--- src/rtl/e5m2_mul_arb_if.sv ---
// Bundle of requester, multiplier and response signals for e5m2_mul_arb.
// slave is the arbiter's view; master is the environment's view.
// Widths follow NREQ/IDW so the interface matches the arbiter instance.
interface e5m2_mul_arb_if #(
  parameter int NREQ = 4,
  parameter int IDW  = $clog2(NREQ)
);
  logic [NREQ-1:0]   req_valid_i;
  logic [NREQ-1:0]   req_ready_o;
  logic [NREQ*8-1:0] req_a_i;
  logic [NREQ*8-1:0] req_b_i;
  logic [7:0]        mul_a_o;
  logic [7:0]        mul_b_o;
  logic [7:0]        mul_c_i;
  logic              mul_inf_i;
  logic              mul_nan_i;
  logic              rsp_valid_o;
  logic              rsp_ready_i;
  logic [IDW-1:0]    rsp_id_o;
  logic [7:0]        rsp_c_o;
  logic              rsp_inf_o;
  logic              rsp_nan_o;

  modport slave (
    input  req_valid_i, req_a_i, req_b_i, mul_c_i, mul_inf_i, mul_nan_i, rsp_ready_i,
    output req_ready_o, mul_a_o, mul_b_o, rsp_valid_o, rsp_id_o, rsp_c_o, rsp_inf_o, rsp_nan_o
  );

  modport master (
    output req_valid_i, req_a_i, req_b_i, mul_c_i, mul_inf_i, mul_nan_i, rsp_ready_i,
    input  req_ready_o, mul_a_o, mul_b_o, rsp_valid_o, rsp_id_o, rsp_c_o, rsp_inf_o, rsp_nan_o
  );
endinterface

--- src/rtl/e5m2_mul_arb.sv ---
// Round-robin share of one external combinational E5M2 multiplier among NREQ requesters.
// Latency: 1 cycle from operand handshake to rsp_valid_o; 1 result/cycle sustained.
// Backpressure: a stalled response (valid && !ready) blocks all req_ready_o; optional
// statistics counters are built only with E5M2_MUL_ARB_STATS_EN defined.
module e5m2_mul_arb #(
  parameter int NREQ = 4,
  parameter int IDW  = $clog2(NREQ)
) (
  input  logic        clk_i,
  input  logic        rst_ni,
`ifdef E5M2_MUL_ARB_STATS_EN
  output logic [15:0] stat_ops_o,
  output logic [15:0] stat_nan_o,
`endif
  e5m2_mul_arb_if.slave bus
);

  logic [IDW-1:0] ptr_q;
  logic [IDW-1:0] grant;
  logic           any_vld;
  logic           load_en;
  logic           hs;

  // Result register may take new data when empty or being drained this cycle.
  assign load_en = !bus.rsp_valid_o || bus.rsp_ready_i;
  assign hs      = any_vld && load_en;

  // Cyclic search for the first valid requester starting at the pointer.
  always_comb begin
    grant   = ptr_q;
    any_vld = 1'b0;
    for (int k = 0; k < NREQ; k++) begin
      if (!any_vld && bus.req_valid_i[(int'(ptr_q) + k) % NREQ]) begin
        grant   = IDW'((int'(ptr_q) + k) % NREQ);
        any_vld = 1'b1;
      end
    end
  end

  // Steer the granted operands to the multiplier and raise that requester's ready only.
  always_comb begin
    bus.req_ready_o = '0;
    bus.mul_a_o     = 8'h00;
    bus.mul_b_o     = 8'h00;
    if (any_vld) begin
      bus.mul_a_o = bus.req_a_i[grant*8 +: 8];
      bus.mul_b_o = bus.req_b_i[grant*8 +: 8];
      if (load_en) bus.req_ready_o[grant] = 1'b1;
    end
  end

  // Capture the product on handshake; drain on downstream accept; advance pointer past the winner.
  always_ff @(posedge clk_i or negedge rst_ni) begin
    if (!rst_ni) begin
      bus.rsp_valid_o <= 1'b0;
      bus.rsp_c_o     <= 8'h00;
      bus.rsp_inf_o   <= 1'b0;
      bus.rsp_nan_o   <= 1'b0;
      bus.rsp_id_o    <= '0;
      ptr_q           <= '0;
    end else if (hs) begin
      bus.rsp_valid_o <= 1'b1;
      bus.rsp_c_o     <= bus.mul_c_i;
      bus.rsp_inf_o   <= bus.mul_inf_i;
      bus.rsp_nan_o   <= bus.mul_nan_i;
      bus.rsp_id_o    <= grant;
      ptr_q           <= (grant == IDW'(NREQ - 1)) ? '0 : grant + 1'b1;
    end else if (bus.rsp_ready_i) begin
      bus.rsp_valid_o <= 1'b0;
    end
  end

`ifdef E5M2_MUL_ARB_STATS_EN
  // Saturating counts of handshakes and of NaN products captured.
  always_ff @(posedge clk_i or negedge rst_ni) begin
    if (!rst_ni) begin
      stat_ops_o <= 16'h0000;
      stat_nan_o <= 16'h0000;
    end else if (hs) begin
      if (stat_ops_o != 16'hFFFF) stat_ops_o <= stat_ops_o + 16'd1;
      if (bus.mul_nan_i && stat_nan_o != 16'hFFFF) stat_nan_o <= stat_nan_o + 16'd1;
    end
  end
`else
  // Statistics counters are not built in this configuration.
`endif

endmodule

--- src/flat_wrapper.sv ---
// flat-port wrapper written by rule: the top's interface ports become plain ports
module e5m2_mul_arb_flat 
#(
  parameter int NREQ = 4,
  parameter int IDW  = $clog2(NREQ)
)
  (clk_i, rst_ni, bus_req_valid_i, bus_req_a_i, bus_req_b_i, bus_mul_c_i, bus_mul_inf_i, bus_mul_nan_i, bus_rsp_ready_i, bus_req_ready_o, bus_mul_a_o, bus_mul_b_o, bus_rsp_valid_o, bus_rsp_id_o, bus_rsp_c_o, bus_rsp_inf_o, bus_rsp_nan_o);
  e5m2_mul_arb_if #(.NREQ(NREQ), .IDW(IDW)) bus_i ();
  input  logic clk_i;
  input  logic rst_ni;
  input wire logic [$bits(bus_i.req_valid_i)-1:0] bus_req_valid_i;
  input wire logic [$bits(bus_i.req_a_i)-1:0] bus_req_a_i;
  input wire logic [$bits(bus_i.req_b_i)-1:0] bus_req_b_i;
  input wire logic [$bits(bus_i.mul_c_i)-1:0] bus_mul_c_i;
  input wire logic [$bits(bus_i.mul_inf_i)-1:0] bus_mul_inf_i;
  input wire logic [$bits(bus_i.mul_nan_i)-1:0] bus_mul_nan_i;
  input wire logic [$bits(bus_i.rsp_ready_i)-1:0] bus_rsp_ready_i;
  output wire logic [$bits(bus_i.req_ready_o)-1:0] bus_req_ready_o;
  output wire logic [$bits(bus_i.mul_a_o)-1:0] bus_mul_a_o;
  output wire logic [$bits(bus_i.mul_b_o)-1:0] bus_mul_b_o;
  output wire logic [$bits(bus_i.rsp_valid_o)-1:0] bus_rsp_valid_o;
  output wire logic [$bits(bus_i.rsp_id_o)-1:0] bus_rsp_id_o;
  output wire logic [$bits(bus_i.rsp_c_o)-1:0] bus_rsp_c_o;
  output wire logic [$bits(bus_i.rsp_inf_o)-1:0] bus_rsp_inf_o;
  output wire logic [$bits(bus_i.rsp_nan_o)-1:0] bus_rsp_nan_o;
  assign bus_i.req_valid_i = bus_req_valid_i;
  assign bus_i.req_a_i = bus_req_a_i;
  assign bus_i.req_b_i = bus_req_b_i;
  assign bus_i.mul_c_i = bus_mul_c_i;
  assign bus_i.mul_inf_i = bus_mul_inf_i;
  assign bus_i.mul_nan_i = bus_mul_nan_i;
  assign bus_i.rsp_ready_i = bus_rsp_ready_i;
  assign bus_req_ready_o = bus_i.req_ready_o;
  assign bus_mul_a_o = bus_i.mul_a_o;
  assign bus_mul_b_o = bus_i.mul_b_o;
  assign bus_rsp_valid_o = bus_i.rsp_valid_o;
  assign bus_rsp_id_o = bus_i.rsp_id_o;
  assign bus_rsp_c_o = bus_i.rsp_c_o;
  assign bus_rsp_inf_o = bus_i.rsp_inf_o;
  assign bus_rsp_nan_o = bus_i.rsp_nan_o;
  e5m2_mul_arb #(.NREQ(NREQ), .IDW(IDW)) u_core (.clk_i(clk_i), .rst_ni(rst_ni), .bus(bus_i));
endmodule
--- config.mk ---
export PLATFORM = sky130hd
export DESIGN_NAME = e5m2_mul_arb_flat
export DESIGN_NICKNAME = d
export VERILOG_FILES = /design/src/rtl/e5m2_mul_arb_if.sv /design/src/rtl/e5m2_mul_arb.sv /design/src/flat_wrapper.sv
export SDC_FILE = /design/constraint.sdc
export NUM_CORES = 1
export LEC_CHECK = 0
export ABC_AREA = 1
export ABC_CLOCK_PERIOD_IN_PS = 2200
export BUFFER_PORTS_ARGS = -buffer_cell sky130_fd_sc_hd__buf_2
export CAP_MARGIN = 5
export CORE_MARGIN = 10
export CORE_UTILIZATION = 39
export DETAILED_ROUTE_END_ITERATION = 16
export PLACE_DENSITY_LB_ADDON = 0.12
export SLEW_MARGIN = 20
export SYNTH_ARGS = -nofsm -noshare
export SYNTH_HDL_FRONTEND = slang
export SYNTH_SLANG_ARGS = --single-unit
--- constraint.sdc ---
create_clock -name clk_i -period 2.2 [get_ports clk_i]
set_clock_uncertainty 0.2 [all_clocks]
set_input_delay 0.44 -clock clk_i [delete_from_list [all_inputs] [get_ports clk_i]]
set_output_delay 0.44 -clock clk_i [all_outputs]
set_load 0.02 [all_outputs]
## Yosys cells after proc, flatten, opt, wreduce, memory -nomap -nowiden

Index checks and enable logic that the tools add are counted.

| word-level totals | value |
|---|---|
| bits in registers | 15 |
| input port bits | 81 |
| word-level logic and storage cells | 63 |
| latch bits | 0 |
| memories | 0 |
| bits in writable memories | 0 |
| output and inout bits | 33 |
| bits in read-only memories | 0 |

| cells by class | value |
|---|---|
| $mul | 0 |
| equal/unequal tests | 1 |
| reduce and logical (&&, ||, !) cells | 14 |
| muxes and demuxes | 27 |
| bitwise logic cells | 3 |
| shifts and indexed selects | 2 |
| order comparisons | 6 |
| add/sub/neg operators | 4 |
| divide/modulo/power cells | 0 |

Operators by type and width:

| operator | number |
|---|---|
| indexed part select 32 x 6 -> 8 bit | 2 |
| two-way mux 8 bit | 2 |
| two-way mux 1 bit | 14 |
| < comparator 3 x 4 -> 1 bit (second input constant) | 3 |
| binary-select mux 1 bit (select 2 bit) | 4 |
| two-way mux 2 bit | 4 |
| two-way mux 4 bit | 2 |
| < comparator 2 x 3 -> 1 bit (second input constant) | 2 |
| OR reduction 2 bit | 3 |
| logical AND 1 bit | 5 |
| adder 2 x 1 -> 2 bit (second input constant) | 2 |
| adder 2 bit (second input constant) | 2 |
| logical NOT 1 bit | 4 |
| bitwise AND 1 bit (first input constant) | 3 |
| demux 1 bit (select 2 bit) | 1 |
| == test 2 bit (second input constant) | 1 |
| >= comparator 2 x 1 -> 1 bit (second input constant) | 1 |
| nonzero test 2 bit | 1 |
| logical OR 1 bit | 1 |

## Depth between registers and ports, before layout

Gate-level depths: netlist (run 1).

| logic depth | value |
|---|---|
| depth in word-level cells | 20 |
| depth in mapped cells | 15 |

## Least setup slack after synthesis (run 1)

OpenSTA, ideal clock, no wires.

| timing path | value |
|---|---|
| path kind | flip-flop to output port |
| start | register u_core.ptr_q[1] |
| end | output bus_req_ready_o[1] |
| slack | -0.404 ns |
| stages on the path, launching flop included | 12 |
| buffers on the path | 2 |
| required time | 1.560 ns |
| data arrival time | 1.964 ns |
| cell sequence | dfrtp_1 buf_6 inv_4 nand2_1 nand2_1 nand2_1 nand2_2 nand4_4 nand2_4 nand2_4 buf_6 nor3_1 |

| between the ends | value |
|---|---|
| longest elaborated chain between the ends | 18 |
| elaborated cells between the ends (all ways) | 34 |
| those cells by class | add/sub (3); order compare (2); mux (22); reduce/logical (7) |

RTL lines:

| what | RTL line | source |
|---|---|---|
| start, declared | e5m2_mul_arb.sv:18 | `logic [IDW-1:0] ptr_q;` |
| start signal, assigned | e5m2_mul_arb.sv:67 | `ptr_q <= (grant == IDW'(NREQ - 1)) ? '0 : grant + 1'b1;` |
| adder 2 x 1 -> 2 bit / binary-select mux 1 bit (select 2 bit) (equally long branches) | e5m2_mul_arb.sv:33, e5m2_mul_arb.sv:34 |  |
| binary-select mux 1 bit (select 2 bit) / two-way mux 1 bit (equally long branches) | e5m2_mul_arb.sv:33 | `if (!any_vld && bus.req_valid_i[(int'(ptr_q) + k) % NREQ]) begin` |
| two-way mux 1 bit (implied by the code) | e5m2_mul_arb.sv:33 |  |
| two-way mux 1 bit (implied by the code) / logical NOT 1 bit (equally long branches) | e5m2_mul_arb.sv:33 |  |
| logical AND 1 bit | e5m2_mul_arb.sv:33 |  |
| two-way mux 1 bit | e5m2_mul_arb.sv:33 |  |
| logical NOT 1 bit | e5m2_mul_arb.sv:33 |  |
| logical AND 1 bit | e5m2_mul_arb.sv:33 |  |
| [2 not listed] | -- |  |
| logical AND 1 bit | e5m2_mul_arb.sv:33 |  |
| two-way mux 2 bit | e5m2_mul_arb.sv:33 |  |
| < comparator 2 x 3 -> 1 bit (implied by the code) / >= comparator 2 x 1 -> 1 bit (equally long branches) | e5m2_mul_arb.sv:48 | `if (load_en) bus.req_ready_o[grant] = 1'b1;` |
| logical AND 1 bit (implied by the code) | e5m2_mul_arb.sv:48 |  |
| two-way mux 1 bit (implied by the code) | e5m2_mul_arb.sv:48 |  |
| demux 1 bit (select 2 bit) | -- |  |
| two-way mux 4 bit | e5m2_mul_arb.sv:48 |  |
| two-way mux 4 bit * | e5m2_mul_arb.sv:45 | `if (any_vld) begin` |
| end, declared | flat_wrapper.sv:18 | `output wire logic [$bits(bus_i.req_ready_o)-1:0] bus_req_ready_o;` |

Every way passes the cells marked *; elsewhere a longest branch is shown, timed or not. The select of a mux whose other input is x is not followed.

## Worst setup path after layout (run 1)

| timing path | value |
|---|---|
| start | register u_core.ptr_q[0] |
| end | output bus_mul_b_o[4] |

| between the ends | value |
|---|---|
| longest elaborated chain between the ends | 14 |
| elaborated cells between the ends (all ways) | 29 |
| those cells by class | add/sub (3); shift (1); mux (19); reduce/logical (6) |

RTL lines:

| what | RTL line | source |
|---|---|---|
| adder 2 x 1 -> 2 bit / binary-select mux 1 bit (select 2 bit) (equally long branches) | e5m2_mul_arb.sv:33, e5m2_mul_arb.sv:34 |  |
| binary-select mux 1 bit (select 2 bit) / two-way mux 1 bit (equally long branches) | e5m2_mul_arb.sv:33 |  |
| two-way mux 1 bit (implied by the code) | e5m2_mul_arb.sv:33 |  |
| two-way mux 1 bit (implied by the code) / logical NOT 1 bit (equally long branches) | e5m2_mul_arb.sv:33 |  |
| logical AND 1 bit | e5m2_mul_arb.sv:33 |  |
| two-way mux 1 bit | e5m2_mul_arb.sv:33 |  |
| logical NOT 1 bit | e5m2_mul_arb.sv:33 |  |
| logical AND 1 bit | e5m2_mul_arb.sv:33 |  |
| two-way mux 1 bit | e5m2_mul_arb.sv:33 |  |
| logical NOT 1 bit | e5m2_mul_arb.sv:33 |  |
| logical AND 1 bit | e5m2_mul_arb.sv:33 |  |
| two-way mux 2 bit | e5m2_mul_arb.sv:33 |  |
| indexed part select 32 x 6 -> 8 bit | e5m2_mul_arb.sv:47 | `bus.mul_b_o = bus.req_b_i[grant*8 +: 8];` |
| two-way mux 8 bit * | e5m2_mul_arb.sv:45 |  |
| end, declared | flat_wrapper.sv:20 | `output wire logic [$bits(bus_i.mul_b_o)-1:0] bus_mul_b_o;` |

Marks and branches as above.

==> results of run 1 <==
==> final cells by class <==
type,instances,area [µm²]
flip-flops and latches,15,378
clock buffers,3,41.3
inverters,43,166
repair buffers,160,1240
repair inverters,1,7.51
multi-input cells,254,1770
clock inverters,1,5.00
well taps,52,65.1
fillers,273,738
==> cell families after synthesis <==
group,Yosys count,synth area share [%]
AND/OR/NAND/NOR,234,57.8
buffers and inverters,59,15.3
AO/OA/AOI/OAI,19,5.59
flip-flops,15,20.7
adder cells (fa/ha/maj),1,0.690
==> worst max-delay path, stage by stage, from the launching register on <==
cell,delay (ns)
dfrtp_2,0.47
buf_6,0.16
nand2_2,0.08
nand2_4,0.06
buf_4,0.13
buf_4,0.12
nand3_1,0.14
nand2_1,0.09
nand2_1,0.06
nand3_1,0.08
nand2_2,0.11
buf_12,0.15
nand2_1,0.09
a21oi_4,0.14
buf_6,0.13
==> cells in the final DEF, fill, tap and decap left out <==
| master | n |
|---|---|
| dfrtp_2 | 2 |
| buf_12 | 6 |
| buf_6 | 30 |
| inv_1 | 38 |
| clkbuf_8 | 3 |
| a21oi_4 | 16 |
| buf_8 | 4 |
| buf_2 | 94 |
| nor3_2 | 1 |
| nand2_2 | 50 |
| nand2_8 | 2 |
| o21ai_2 | 1 |
| nand3_4 | 6 |
| dfrtp_1 | 13 |
| nor2_1 | 2 |
| dlygate4sd3_1 | 1 |
| ha_4 | 1 |
| clkbuf_16 | 3 |
| clkinv_2 | 1 |
| inv_2 | 3 |
| nor2_4 | 6 |
| nand3_1 | 42 |
| o21ai_4 | 1 |
| nor3_4 | 1 |
| buf_4 | 22 |
| inv_4 | 2 |
| o21bai_1 | 1 |
| nand2_4 | 10 |
| nand2_1 | 96 |
| nand4_4 | 3 |
| nand3_2 | 15 |
| clkinvlp_4 | 1 |
==> stage by stage <==
step | hold WS, ns | util (%) | worst slack (ns) | TNS (ns) | cell area, µm²
2_1_floorplan | -0.0556 | - | -0.227 | -3.97 | 2070
3_3_place_gp | 0.153 | 65.1 | -0.448 | -8.29 | 2870
3_5_place_dp | 0.155 | 65.1 | -0.459 | -8.52 | 2870
4_1_cts | 0.187 | 74.5 | -0.591 | -11.69 | 3290
5_1_grt | 0.207 | 83.3 | -0.850 | -18.34 | 3680
6_report | 0.192 | 83.3 | -0.702 | -14.47 | 3680
==> final timing paths <==
kind / to / slack (ns) / cells after the start
setup reg to reg: u_core.bus.rsp_c_o[2] / -0.14 / 15
min in group asynchronous: u_core.bus.rsp_inf_o / 0.42 / 2
setup / recovery: bus_mul_b_o[4] / -0.70 / 14
max in group asynchronous: u_core.ptr_q[0] / 1.12 / 2
hold reg to reg: u_core.bus.rsp_c_o[7] / 0.27 / 2
hold / removal: u_core.bus.rsp_c_o[7] / 0.19 / 3
==> sequential cells by signal, summed over array words and instances, names as in the netlist <==
| name | count |
|---|---|
| u_core.bus.rsp_c_o | 8 |
| u_core.bus.rsp_id_o | 2 |
| u_core.bus.rsp_inf_o | 1 |
| u_core.bus.rsp_nan_o | 1 |
| u_core.bus.rsp_valid_o | 1 |
| u_core.ptr_q | 2 |
==> routing by layer <==
layer / vias up / share of wire (%)
met1: 1235 / 38
li1: 1324 / -
met4: 0 / 1.2
met5: - / 0
met2: 116 / 52
met3: 16 / 8.2
==> what timing repair did <==
item,in CTS,in global routing
gates cloned,2,3
pin swaps,14,27
endpoints found under the setup margin,25,34
buffers inserted,4,4
resized for setup,85,75
hold buffers,1,0
endpoints found under the hold margin,15,0
==> metrics, run 1 <==
register area share after synthesis=20.7%; CP endpoint kind=primary output; met1 usage=20.1%; Worst Path Required=1.56 ns; layout cells sized above 1=59.5%; Final period util=132%; Hold WC Path Type=in2reg; synthesized area per cell=5.53 µm²; startpoint type of the worst setup path=flop; post-route minimum period=2.90 ns; failing checks=setup timing; Total Nets Final=560; Wirelength per Cell=16.1 µm; clock buffer depth=2; GR peak layer=met2; CP Class=reg2out; most common cell in the synthesized netlist=nand2_1; Post-Synthesis Cells=328; antenna viol nets, final=0; commonest cells in the netlist=147 x nand2_1, 63 x nand3_1, 39 x inv_1, 16 x a21oi_1, 15 x dfrtp_1; Fin. Hold Viols=0; fmax=around 0.34 GHz; clock latency on the worst-skew pair=0.24 ns; Worst slew margin=just under 80%; DR iter-0 viols=140; clk sinks=15; DRT Pass-1 Iters=4; worst setup path start=u_core.ptr_q[0]; Vias/cell=5.09; RSZ-0062 raised after global routing=true; number of inserted diodes=0; final wirelength=8.50 mm; Post-synth EDFFs=0; Tightest Pin Transition=0.318 ns; top-area cell type share of the netlist area=between 30% and 40%; Num CTS Buffers=3; CTS tree=yes; WP data arrival=2.26 ns; gpl congestion=0.894; total global-route track usage=17.7%; largest net degree at the start of global routing=18; met3 Use GR=5.57%; Die ar.=7780 µm²; via count=2691; post-synthesis cell area=roughly 1800 µm²; final worst slack=-0.702 ns; initial antenna violation count=0; dpl hpwl=between 5 and 6 mm; Ys Warns=0; IO Count=114; post-synth cell types=23; cell accounting for the most synthesized area=nand2_1; status=finished with violations; HP Start=bus_mul_c_i[7]; fin. max-slew vios=0; Inst Count DP=511; H-tree lvl count=1; first-pass GRT wire length=11.7 mm; synth top area cells=nand2_1 30%, dfrtp_1 21%, nand3_1 17%; M2 GR Usage=31.9%; Initial Utilization=41.1%; Core ar.=around 4400 µm²; prevailing post-synth register cell=dfrtp_1; Reg clk slew, reported paths=0.06 ns; Yosys reg bits=15; max-cap viol count=0; Finish-stage setup viols=34; placement row count=24; vias in the first global route=2712; Syn-to-layout area delta=103%; Die Span X=88.2 µm; final cell count without fillers=~530; CTS Root Buffer Type=clkbuf_8; crit path max fanout=11; DRC viols=0; worst r2r src=u_core.ptr_q[0]; remaining global-route overflow=0; Post-synth ARST share=100%; die height=approximately 88 µm; port bufs=approximately 110; Synthesized Nets=410
Power of run 1 is left out: the tool's default activity adds up to more than one toggle a clock period on the data nets, which glitch-free logic cannot reach.
==> run 2, diff against run 1 <==
Settings changed: REMOVE_ABC_BUFFERS set to 1.
==> metrics, run 2 (synthesis results as in run 1) <==
# fillers=386 (+41%); status=finished with violations; Reg clk slew, reported paths=0.06 ns (about the same); H-tree lvl count=1 (unchanged); clk sinks=15 (unchanged); Finish-stage setup viols=21 (-38%); die height=88.2 µm (unchanged); post-route minimum period=2.82 ns (-0.0779 ns); layout cells sized above 1=48.1% (-11 points); via count=2536 (-5.8%); first-pass GRT wire length=11.4 mm (-1.8%); Fin. Hold Viols=0 (unchanged); number of inserted diodes=0 (unchanged); CP max stage cell=dfrtp_2; Regs by FF count=u_core.bus.rsp_c_o: 8 flops, u_core.bus.rsp_id_o: 2 flops, u_core.ptr_q: 2 flops; WP data arrival=2.18 ns (-0.08 ns); placed inst area=2630 µm² (-8.6%); antenna viol nets, final=0 (unchanged); Vias/cell=4.82 (-5.2%); Die ar.=7780 µm² (unchanged); commonest non-fill, non-tap cell in the layout=nand2_1; post-route cell area=3150 µm² (-14%); max incr delay on CP=0.46 ns (about the same); RSZ-0062 raised after global routing=true; port bufs=113 (unchanged); clock latency on the worst-skew pair=0.25 ns (about the same); Placement Setup Slack=-0.441 ns (+0.0183 ns); Total Nets Final=557 (-0.54%); Wirelength per Cell=14.2 µm (-12%); register area=378 µm² (unchanged); DRT Pass-1 Iters=4 (unchanged); dpl hpwl=5.34 mm (-5.1%); Die Span X=88.2 µm (unchanged); max-cap viol count=0 (unchanged); gpl congestion=0.826 (-7.6%); crit-path cells=buf_6 -> nand2_2 -> nand3_2 -> nand2_4 -> nand4_4 -> clkinv_1 -> nand2_1 -> nand2_4 -> buf_4 -> nand3_1 -> a21oi_2 -> buf_4; CP Class=reg2out; Initial Utilization=41.1% (unchanged); CTS tree=yes; Core ar.=4410 µm² (unchanged); clock buffer depth=2 (unchanged); initial antenna violation count=0 (unchanged); largest net degree at the start of global routing=19 (+1); Num CTS Buffers=3 (unchanged); CTS Root Buffer Type=clkbuf_8; Reg with most FFs=u_core.bus.rsp_c_o; Multi-input gate area=1370 µm² (-23%); final wirelength=7.44 mm (-12%); Tightest Pin Transition=0.314 ns (-0.00367 ns); number of flip-flops in the largest register=8 (unchanged); Final period util=128% (-3.5 points); crit path max fanout=8 (-3); DRC viols=0 (unchanged); final worst slack=-0.624 ns (+0.0779 ns); Hold WC Path Type=in2reg; Syn-to-layout area delta=73.8%; DR iter-0 viols=112 (-20%); Worst Path Required=1.56 ns (about the same); total global-route track usage=17.5% (-0.16 points); failing checks=setup timing; startpoint type of the worst setup path=flop; fin. max-slew vios=0 (unchanged); remaining global-route overflow=0 (unchanged); CP endpoint kind=primary output; IO Count=114 (unchanged); placement row count=24 (unchanged); fmax=0.354 GHz (+2.8%); Worst slew margin=79.0% (+0.24 points); vias in the first global route=2510 (-7.4%); commonest cells after routing, fill and taps aside=126 x nand2_1, 93 x buf_2, 53 x nand3_1
run 2: cell count changes in the layout (fill, tap and decap cells not counted), sizes merged:
cell | previous run | this run
inv | 43 | 42
clkbuf | 6 | 5
buf | 156 | 155
run 2: per-stage QoR:
stage	utilization [%]	cells	hold WS, ns	setup TNS [ns]
final	71.4	526	0.185	-11.79
after global routing	71.4	526	0.196	-14.99
after CTS	65.7	517	0.184	-10.98
after detailed placement	59.5	508	0.154	-8.10
after global placement	59.5	508	0.157	-7.19
after floorplan	-	312	-0.0556	-16.53
run 2: area by class of cell:
type | count | area share [%]
clock buffer | 4 | 1.43
inverter | 43 | 5.28
multi-input combinational | 254 | 43.6
sequential | 15 | 12.0
tap | 52 | 2.07
timing repair buffer | 157 | 35.4
timing repair inverter | 1 | 0.238
run 2: critical path: cells and delay by family, from the launching register on:
kind            cells  cell delay [ns]
flops               1             0.46
buf+inv             4             0.56
simple gates        7             0.77
compound gates      1             0.15
run 2: routing by layer:
layer	GRT usage [%]	vias up	wire, µm
li1	-	1314	-
met1	20.6	1118	2960
met2	31.3	100	3790
met5	0	-	0
met4	1.28	0	23
met3	5.57	4	677
run 2: repair_timing:
item / CTS / global route
pin swaps: 16 / 18
hold buffers: 1 / 0
endpoints found under the setup margin: 21 / 34
cloned: 2 / 2
gates resized for setup: 61 / 40
setup buffers: 2 / 7
hold endpoints to repair: 15 / 0
run 2: path summary, 6_finish.rpt:
kind / from / endpoint / slack [ns] / cells after the start
min reg2reg: u_core.bus.rsp_c_o[1] / u_core.bus.rsp_c_o[1] / 0.27 / 2
min: bus_mul_c_i[6] / u_core.bus.rsp_c_o[6] / 0.19 / 3
max: u_core.ptr_q[0] / bus_mul_a_o[2] / -0.62 / 12
max in group asynchronous: rst_ni / u_core.ptr_q[0] / 1.13 / 2
min in group asynchronous: rst_ni / u_core.bus.rsp_id_o[1] / 0.42 / 2
max reg2reg: u_core.ptr_q[0] / u_core.ptr_q[0] / -0.05 / 13
Power of run 2 is left out for the same reason.
==> run 3, diff against run 2 <==
Settings changed: CELL_PAD_IN_SITES_DETAIL_PLACEMENT set to 0, CELL_PAD_IN_SITES_GLOBAL_PLACEMENT set to 2, CORE_UTILIZATION 39 to 17.
==> metrics, run 3 (synthesis results as in run 1) <==
status=finished with violations; failing checks=setup timing; H-tree lvl count=1 (unchanged); crit path max fanout=7 (-1); max-cap viol count=0 (unchanged); initial antenna violation count=0 (unchanged); startpoint type of the worst setup path=flop; Total Nets Final=570 (+2.3%); final worst slack=-0.704 ns (-0.0806 ns); CP endpoint kind=primary output; commonest non-fill, non-tap cell in the layout=nand2_1; post-route minimum period=2.90 ns (+0.0806 ns); largest net degree at the start of global routing=17 (-2); CP max stage cell=dfrtp_2; clock latency on the worst-skew pair=0.24 ns (about the same); layout cells sized above 1=55.6% (+7.5 points); Syn-to-layout area delta=101%; fmax=0.344 GHz (-2.8%); number of flip-flops in the largest register=8 (unchanged); Worst slew margin=77.8% (-1.3 points); port bufs=113 (unchanged); dpl hpwl=6.84 mm (+28%); antenna viol nets, final=0 (unchanged); DRC viols=0 (unchanged); Fin. Hold Viols=0 (unchanged); Regs by FF count=u_core.bus.rsp_c_o: 8 flops, u_core.bus.rsp_id_o: 2 flops, u_core.ptr_q: 2 flops; number of inserted diodes=0 (unchanged); cell family with most CP delay=buffers and inverters; Finish-stage setup viols=33 (+57%); DR iter-0 viols=86 (-23%); die height=123 µm (+40%); gpl congestion=0.795 (-3.8%); via count=2585 (+1.9%); Die ar.=15200 µm² (+95%); placement row count=37 (+54%); Die Span X=123 µm (+40%); DRT Pass-1 Iters=4 (unchanged); Reg with most FFs=u_core.bus.rsp_c_o; Tightest Pin Transition=0.333 ns (+0.0190 ns); WP data arrival=2.26 ns (+0.08 ns); commonest cells after routing, fill and taps aside=106 x nand2_1, 93 x buf_2, 47 x nand3_1; Vias/cell=4.15 (-14%); Worst Path Required=1.56 ns (about the same); Num CTS Buffers=3 (unchanged); max incr delay on CP=0.46 ns (about the same); crit-path cells=clkinv_4 -> buf_6 -> nand2_2 -> nand2_1 -> nand2_1 -> nand2_2 -> nand4_4 -> buf_6 -> nand2_8 -> clkbuf_16 -> nand3_1 -> nand2_1 -> nand2_1 -> a21oi_1 -> buf_4; CP Class=reg2out; RSZ-0062 raised after global routing=true; Final period util=132% (+3.7 points); Wirelength per Cell=15.3 µm (+8.2%); Reg clk slew, reported paths=0.06 ns (about the same); Initial Utilization=17.5% (-24 points); Hold WC Path Type=in2reg; Buf/Inv on CP=5 (+1); CTS Root Buffer Type=clkbuf_8; IO Count=114 (unchanged); vias in the first global route=2750 (+9.6%); fin. max-slew vios=0 (unchanged); CP most frequent cell=nand2_1; Core ar.=10400 µm² (+130%); final wirelength=9.54 mm (+28%); first-pass GRT wire length=14.4 mm (+25%); # fillers=1172 (+200%); CTS tree=yes; final hold slack=0.186 ns (+0.000691 ns); clock buffer depth=2 (unchanged); total global-route track usage=11.7% (-5.8 points); remaining global-route overflow=0 (unchanged); clk sinks=15 (unchanged)
==> run 3: cell types whose count changed in the layout (fill, tap and decap cells not counted), sizes merged <==
cell and change:
buf +10, clkbuf +3, clkinv +1, clkinvlp -1, inv -1, nand2 +1
==> run 3: area by class of cell <==
class,instances,area (µm²),area share (%)
tap,136,170,4.68
multi-input combinational,255,1550,42.5
inverter,43,169,4.64
timing repair buffer,170,1330,36.6
clock buffer,4,45.0,1.24
sequential,15,378,10.4
==> run 3: per-layer routing <==
| layer | GRT usage, % | routed length [µm] | vias up |
|---|---|---|---|
| li1 | - | - | 1343 |
| met1 | 13.9 | 4030 | 1175 |
| met2 | 20.6 | 4890 | 61 |
| met3 | 3.14 | 530 | 6 |
| met4 | 2.18 | 87 | 0 |
| met5 | 0 | 0 | - |
==> run 3: worst register-to-register path: cells and delay by family, from the launching register on <==
| kind | cells | cell delay, ns |
|---|---|---|
| simple gates | 8 | 0.65 |
| flops | 1 | 0.46 |
| compound gates | 1 | 0.20 |
| buf+inv | 9 | 0.99 |
==> run 3: stage by stage <==
stage / util, % / cell area [µm²] / setup TNS, ns / instances / setup WS, ns
2_1_floorplan: - / 1700 / -16.53 / 312 / -0.898
3_3_place_gp: 26.4 / 2740 / -10.92 / 598 / -0.562
3_5_place_dp: 26.4 / 2740 / -10.91 / 598 / -0.564
4_1_cts: 31.9 / 3310 / -18.21 / 617 / -0.693
5_1_grt: 35.1 / 3640 / -22.47 / 623 / -0.820
6_report: 35.1 / 3640 / -18.33 / 623 / -0.704
==> run 3: path summary, 6_finish.rpt <==
kind                                          end  slack (ns)                   from  cells past startpoint
setup / recovery                   bus_mul_b_o[6]       -0.70        u_core.ptr_q[0]                     15
hold / removal              u_core.bus.rsp_c_o[1]        0.19         bus_mul_c_i[1]                      3
setup reg to reg           u_core.bus.rsp_id_o[0]       -0.42        u_core.ptr_q[0]                     18
hold reg to reg             u_core.bus.rsp_c_o[0]        0.28  u_core.bus.rsp_c_o[0]                      2
max in group asynchronous         u_core.ptr_q[1]        1.11                 rst_ni                      2
min in group asynchronous   u_core.bus.rsp_c_o[1]        0.42                 rst_ni                      2
==> run 3: repair_timing <==
item                       4_1_cts  5_1_grt
hold endpoints to repair        15        0
setup buffers                   12        3
hold buffers                     1        0
setup endpoints to repair       33       34
pin swaps                       24       33
gates cloned                     4        4
gates resized for setup        107       60
Power of run 3 is left out for the same reason.
